<file path="src/rtl/adc_pkg.sv">
// Shared types and helpers for the ADC sample sequencer.
package adc_pkg;

  localparam int ADC_W = 12;

  typedef enum logic [1:0] {
    IDLE      = 2'd0,
    WAIT_TICK = 2'd1,
    REQ       = 2'd2,
    WAIT_DATA = 2'd3
  } state_t;

  // Clock cycles between conversion starts.
  function automatic int calc_div(input int clk_hz, input int sample_hz);
    return clk_hz / sample_hz;
  endfunction

endpackage

</file>
<file path="src/rtl/adc_rate_div.sv">
// Sample-rate tick generator. Counts 0..DIV-1 while en is high and pulses
// tick on the last count; en low holds the counter cleared.
module adc_rate_div #(
  parameter int DIV = 10
) (
  input  logic clk,
  input  logic rst_n,
  input  logic en,
  output logic tick
);

  localparam int CW = $clog2(DIV);
  localparam logic [CW-1:0] LAST = CW'(DIV - 1);

  logic [CW-1:0] cnt;

  // Free-running modulo-DIV counter, cleared whenever disabled.
  always_ff @(posedge clk or negedge rst_n) begin
    if (!rst_n)           cnt <= '0;
    else if (!en)         cnt <= '0;
    else if (cnt == LAST) cnt <= '0;
    else                  cnt <= cnt + CW'(1);
  end

  assign tick = en && (cnt == LAST);

endmodule

</file>
<file path="src/rtl/adc_sample_ctrl.sv">
// Dual-channel ADC conversion sequencer: paces conversion starts, collects
// 2^AVG_LOG2 samples per channel and publishes truncated window averages.
// Flags conversions that go unanswered (timeout) and rate ticks that land on
// a pending conversion (overrun).
// Optional: define ADC_MINMAX_EN to track channel-0 per-window min/max;
// otherwise min0_o/max0_o are tied to 0.
module adc_sample_ctrl
  import adc_pkg::*;
#(
  parameter int CLK_HZ      = 100_000_000,
  parameter int SAMPLE_HZ   = 10_000,
  parameter int AVG_LOG2    = 4,
  parameter int TIMEOUT_CYC = 64
) (
  input  logic             clk,
  input  logic             rst_n,
  input  logic             run_i,
  output logic             adc_en_o,
  input  logic             adc_update_i,
  input  logic [ADC_W-1:0] adc_data0_i,
  input  logic [ADC_W-1:0] adc_data1_i,
  output logic [ADC_W-1:0] avg0_o,
  output logic [ADC_W-1:0] avg1_o,
  output logic             valid_o,
  output logic             busy_o,
  output logic             timeout_o,
  output logic             overrun_o,
  output logic [ADC_W-1:0] min0_o,
  output logic [ADC_W-1:0] max0_o
);

  localparam int NUM_CH = 2;
  localparam int DIV    = calc_div(CLK_HZ, SAMPLE_HZ);
  localparam int ACC_W  = ADC_W + AVG_LOG2;
  localparam int CNT_W  = AVG_LOG2 + 1;
  localparam int TO_W   = $clog2(TIMEOUT_CYC + 1);
  localparam logic [CNT_W-1:0] LAST_SMP = CNT_W'((1 << AVG_LOG2) - 1);
  localparam logic [TO_W-1:0]  TO_LAST  = TO_W'(TIMEOUT_CYC - 1);

  state_t state, state_nxt;

  logic             div_en, tick;
  logic             upd_ok, to_hit, win_done;
  logic [CNT_W-1:0] cnt;
  logic [TO_W-1:0]  tcnt;

  logic [NUM_CH-1:0][ADC_W-1:0] din, avg;
  logic [NUM_CH-1:0][ACC_W-1:0] acc, sum;

  // Divider only runs once the FSM has left IDLE, so the first tick lands
  // DIV cycles after run_i rises and adc_en_o one cycle later.
  assign div_en = run_i && (state != IDLE);

  adc_rate_div #(.DIV(DIV)) u_div (
    .clk  (clk),
    .rst_n(rst_n),
    .en   (div_en),
    .tick (tick)
  );

  // tcnt holds the number of cycles elapsed since adc_en_o; on TO_LAST the
  // next edge would reach TIMEOUT_CYC, so an unanswered request expires here.
  // A coincident update wins over expiry.
  assign upd_ok   = run_i && (state == WAIT_DATA) && adc_update_i;
  assign to_hit   = run_i && (state == WAIT_DATA) && !adc_update_i && (tcnt >= TO_LAST);
  assign win_done = upd_ok && (cnt == LAST_SMP);

  assign adc_en_o = (state == REQ);
  assign busy_o   = (state != IDLE);

  // State register.
  always_ff @(posedge clk or negedge rst_n) begin
    if (!rst_n) state <= IDLE;
    else        state <= state_nxt;
  end

  // Next-state logic; dropping run_i returns to IDLE from anywhere.
  always_comb begin
    state_nxt = state;
    if (!run_i) begin
      state_nxt = IDLE;
    end else begin
      case (state)
        IDLE:      state_nxt = WAIT_TICK;
        WAIT_TICK: if (tick) state_nxt = REQ;
        REQ:       state_nxt = WAIT_DATA;
        WAIT_DATA: if (adc_update_i || to_hit) state_nxt = WAIT_TICK;
        default:   state_nxt = IDLE;
      endcase
    end
  end

  // Sample count, timeout counter, valid strobe and sticky error flags.
  always_ff @(posedge clk or negedge rst_n) begin
    if (!rst_n) begin
      cnt       <= '0;
      tcnt      <= '0;
      valid_o   <= 1'b0;
      timeout_o <= 1'b0;
      overrun_o <= 1'b0;
    end else begin
      valid_o <= win_done;

      if (!run_i || win_done) cnt <= '0;
      else if (upd_ok)        cnt <= cnt + CNT_W'(1);

      if (state == REQ)            tcnt <= TO_W'(1);
      else if (state == WAIT_DATA) tcnt <= tcnt + TO_W'(1);

      // IDLE with run_i high is exactly the cycle of a run_i rising edge.
      if (state == IDLE && run_i) begin
        timeout_o <= 1'b0;
        overrun_o <= 1'b0;
      end else begin
        if (to_hit)                       timeout_o <= 1'b1;
        if (tick && state != WAIT_TICK)   overrun_o <= 1'b1;
      end
    end
  end

  assign din = {adc_data1_i, adc_data0_i};

  // Per-channel running sum including the sample currently presented.
  always_comb begin
    sum = '0;
    for (int ch = 0; ch < NUM_CH; ch++)
      sum[ch] = acc[ch] + ACC_W'(din[ch]);
  end

  // Accumulate accepted samples; publish truncated averages on window end.
  always_ff @(posedge clk or negedge rst_n) begin
    if (!rst_n) begin
      acc <= '0;
      avg <= '0;
    end else begin
      for (int ch = 0; ch < NUM_CH; ch++) begin
        if (win_done) begin
          acc[ch] <= '0;
          avg[ch] <= ADC_W'(sum[ch] >> AVG_LOG2);
        end else if (!run_i) begin
          acc[ch] <= '0;
        end else if (upd_ok) begin
          acc[ch] <= sum[ch];
        end
      end
    end
  end

  assign avg0_o = avg[0];
  assign avg1_o = avg[1];

`ifdef ADC_MINMAX_EN
  logic [ADC_W-1:0] run_min, run_max, nmin, nmax;

  // Extremes including the current sample; the first sample of a window
  // reseeds both, so no explicit clear is needed between windows.
  always_comb begin
    nmin = run_min;
    nmax = run_max;
    if (cnt == '0) begin
      nmin = adc_data0_i;
      nmax = adc_data0_i;
    end else begin
      if (adc_data0_i < run_min) nmin = adc_data0_i;
      if (adc_data0_i > run_max) nmax = adc_data0_i;
    end
  end

  // Running extremes and their published copies, updated with the averages.
  always_ff @(posedge clk or negedge rst_n) begin
    if (!rst_n) begin
      run_min <= '0;
      run_max <= '0;
      min0_o  <= '0;
      max0_o  <= '0;
    end else begin
      if (upd_ok) begin
        run_min <= nmin;
        run_max <= nmax;
      end
      if (win_done) begin
        min0_o <= nmin;
        max0_o <= nmax;
      end
    end
  end
`else
  assign min0_o = '0;
  assign max0_o = '0;
`endif

endmodule

</file>
<file path="config.mk">
export PLATFORM = sky130hd
export DESIGN_NAME = adc_sample_ctrl
export DESIGN_NICKNAME = d
export VERILOG_FILES = /design/src/rtl/adc_pkg.sv /design/src/rtl/adc_rate_div.sv /design/src/rtl/adc_sample_ctrl.sv
export SDC_FILE = /design/constraint.sdc
export NUM_CORES = 1
export LEC_CHECK = 0
export CAP_MARGIN = 20
export CELL_PAD_IN_SITES_DETAIL_PLACEMENT = 1
export CELL_PAD_IN_SITES_GLOBAL_PLACEMENT = 2
export CORE_MARGIN = 2
export CORE_UTILIZATION = 36
export CTS_CLUSTER_DIAMETER = 50
export CTS_CLUSTER_SIZE = 24
export DETAILED_ROUTE_END_ITERATION = 8
export GPL_TIMING_DRIVEN = 0
export PLACE_DENSITY = 0.95
export SETUP_SLACK_MARGIN = 0.05
export SLEW_MARGIN = 30
export SYNTH_ARGS = -nofsm -noshare
export SYNTH_HDL_FRONTEND = slang
export SYNTH_SLANG_ARGS = --single-unit
</file>
<file path="constraint.sdc">
create_clock -name clk -period 6.85 [get_ports clk]
set_input_delay 2.055 -clock clk [delete_from_list [all_inputs] [get_ports clk]]
set_output_delay 2.055 -clock clk [all_outputs]
set_load 0.005 [all_outputs]
</file>
==> results.tsv <==
metric	value	unit
Min-Delay Path Class	reg2reg	
final setup fails	0	
Fin Setup TNS	0	ns
Cells after Synth	544	
Post-synth top cells	dfrtp_1, nand2_1, o21ai_0	
vias per cell	5.18	
Initial DRT Pass Iterations	4	
dominant cells by area after synthesis	dfrtp_1, ha_1, o21ai_0	
Design Power	1.35	mW
Seq/Total Area, Yosys	43.2	%
CP max stage cell	or4_1	
drt drc	0	
H-tree lvl count	3	
Die H	122	um
Root Buffer	clkbuf_16	
Worst Path Buf+Inv	2	
worst path cell trace	clkdlybuf4s50_1, ha_1, inv_1, fa_1, nand2b_1, a21oi_1, o21a_1, o21ai_0, or4_1, nand3_1	
first-pass GRT wire length	21700	um
Yosys top cell by area	dfrtp_1	
endpoints failing hold	0	
fin nets	697	
Primary FF master, synth	dfrtp_1	
pwr dens	217	nW/um^2
layout cell share with drive strength beyond 1	8.44	%
FFs w/ async S/R, synth	100	%
row cnt	43	
count leader, synth	dfrtp_1	
initial antenna violation count	0	
RSZ-0062 raised after global routing	false	
Critical Path End Type	flip-flop	
Setup Buffers After CTS	0	
Clock Tree Buf Depth	2	
Diodes inserted	0	
Die Width	122	um
largest net degree at the start of global routing	70	
vias in the first global route	4516	
footprint of the multi-input gates	2640	um^2
Initial Utilization	36.6	%
Syn-to-layout area delta	23.6	%
CP top delay family	simple AND/OR/NAND/NOR gates	
Post-synth EDFFs	0	
critical path's largest stage delay	0.56	ns
P_leak	2.82	nW
type of the worst setup path	in2reg	
clock skew	0.00857	ns
crit-path max FO	4	
io pins	81	
Max-Cap Viols	0	
Seq cells post-synth	87	
DRT Wirelength	13000	um
die area	15000	um^2
post_cts resized	0	
GR Overflow Total	0	
status	finished clean	
vias after detailed routing	4244	
DP HPWL	9800	um
Mapped Area	5040	um^2
fin. max-slew vios	0	
Worst-Skew Late Latency	0.35	ns
WP data arrival	4.60	ns
wire length on met3	374	um
WP data required	7.14	ns
Core Area	13800	um^2
Yosys cell types	56	
crit path time final	4.31	ns
TritonCTS clock tree	done	
met2 wire len	6660	um
GP Congestion	0.848	
FF+latch area	2180	um^2
final cycle utilization of the critical path	63.0	%
hold_buf cts	0	
synth warn	0	
# fillers	1632	
DRT iter0 DRCs	218	
I/O Buffers	56	
Slew HR	58.9	%
Clock Sinks	87	
cts bufs inserted	9	
maximum VDD drop	113	uV
routed length per instance	15.8	um
top sig layer	met4	
actual slew at the worst max-slew pin	0.616	ns
Synth top area share	43.2	%
Worst setup SP type	primary input	
WL met1	5740	um
average cell area after synthesis	9.27	um^2
f_max	232	MHz
Clock transition at path regs	0.06	ns
GRT Util Overall	18.4	%
ANT nets after route	0	
final timing paths:
path,start,endpoint,slack (ns),depth (start not counted)
max,adc_data0_i[0],acc[10],2.54,10
min,avg0_o[0],avg0_o[0],0.47,2
max reg2reg,acc[0],acc[10],4.36,9
min reg2reg,avg0_o[0],avg0_o[0],0.47,2
max in group asynchronous,rst_n,u_div.cnt[7],4.70,2
min in group asynchronous,rst_n,acc[0],1.54,1
layout by cell type, fill, tap and decap left out, types with 19 or more instances in the layout:
cell	netlist	final
a21oi_1	32	32
buf_4	24	24
clkdlybuf4s50_1	0	55
conb_1	1	24
dfrtp_1	87	87
ha_1	32	32
inv_1	19	19
nand2_1	73	73
nor2_1	37	37
o21ai_0	55	55
xor2_1	20	20
worst min-delay path: stages, from the launching register on:
cell     delay [ns]
dfrtp_1        0.34
nand2_1        0.05
nand2_1        0.05
flip-flops by register name, summed over array words and instances, names as in the netlist:
name,cells
avg1_o,12
valid_o,1
overrun_o,1
timeout_o,1
avg0_o,12
state,2
cnt,5
u_div.cnt,14
acc,32
tcnt,7
power breakdown:
part	switching [mW]	internal, mW	total (mW)
combinational	0.169	0.117	0.286
clock	0.206	0.291	0.497
sequential	0.0278	0.542	0.570
total	0.403	0.950	1.35
routing by layer:
layer  vias to the layer above  track usage [%]
met5                         -                0
met4                         0             6.32
met3                        17             3.35
met2                        60             32.5
met1                      2115             22.6
li1                       2052                -
area by class of cell:
class	count	area share, %
multi-input cells	421	42.3
plain buffers	39	3.83
repair buffers	57	9.45
well taps	180	3.61
inverters	20	1.20
clock inverters	4	0.722
clock buffers	12	3.95
flip-flops and latches	87	34.9
metrics by stage:
| stage | std cells | worst slack, ns | instance area [um^2] | hold slack [ns] | utilization, % |
|---|---|---|---|---|---|
| after global placement | 803 | 0.413 | 5910 | 0.462 | 42.9 |
| after global routing | 820 | 2.34 | 6230 | 0.512 | 45.3 |
| after CTS | 820 | 2.54 | 6230 | 0.484 | 45.3 |
| after detailed placement | 804 | 2.18 | 5940 | 0.469 | 43.2 |
| final | 820 | 2.54 | 6230 | 0.474 | 45.3 |
| after floorplan | 567 | 2.97 | 5130 | 0.453 | - |
kinds of logic (layout without fill, tap and decap cells):
family,count (synthesis),count (layout),share of synthesized area (%)
multiplexers,1,1,0.199
adder cells (fa/ha/maj),34,34,8.73
buffers and inverters,59,132,6.23
AND/OR/NAND/NOR,179,179,16.6
flip-flops,87,87,43.2
AO/OA/AOI/OAI,146,146,18.6
XOR/XNOR,37,37,6.43
other,1,24,0.0744
No activity file was read; power rests on OpenSTA's default activity.
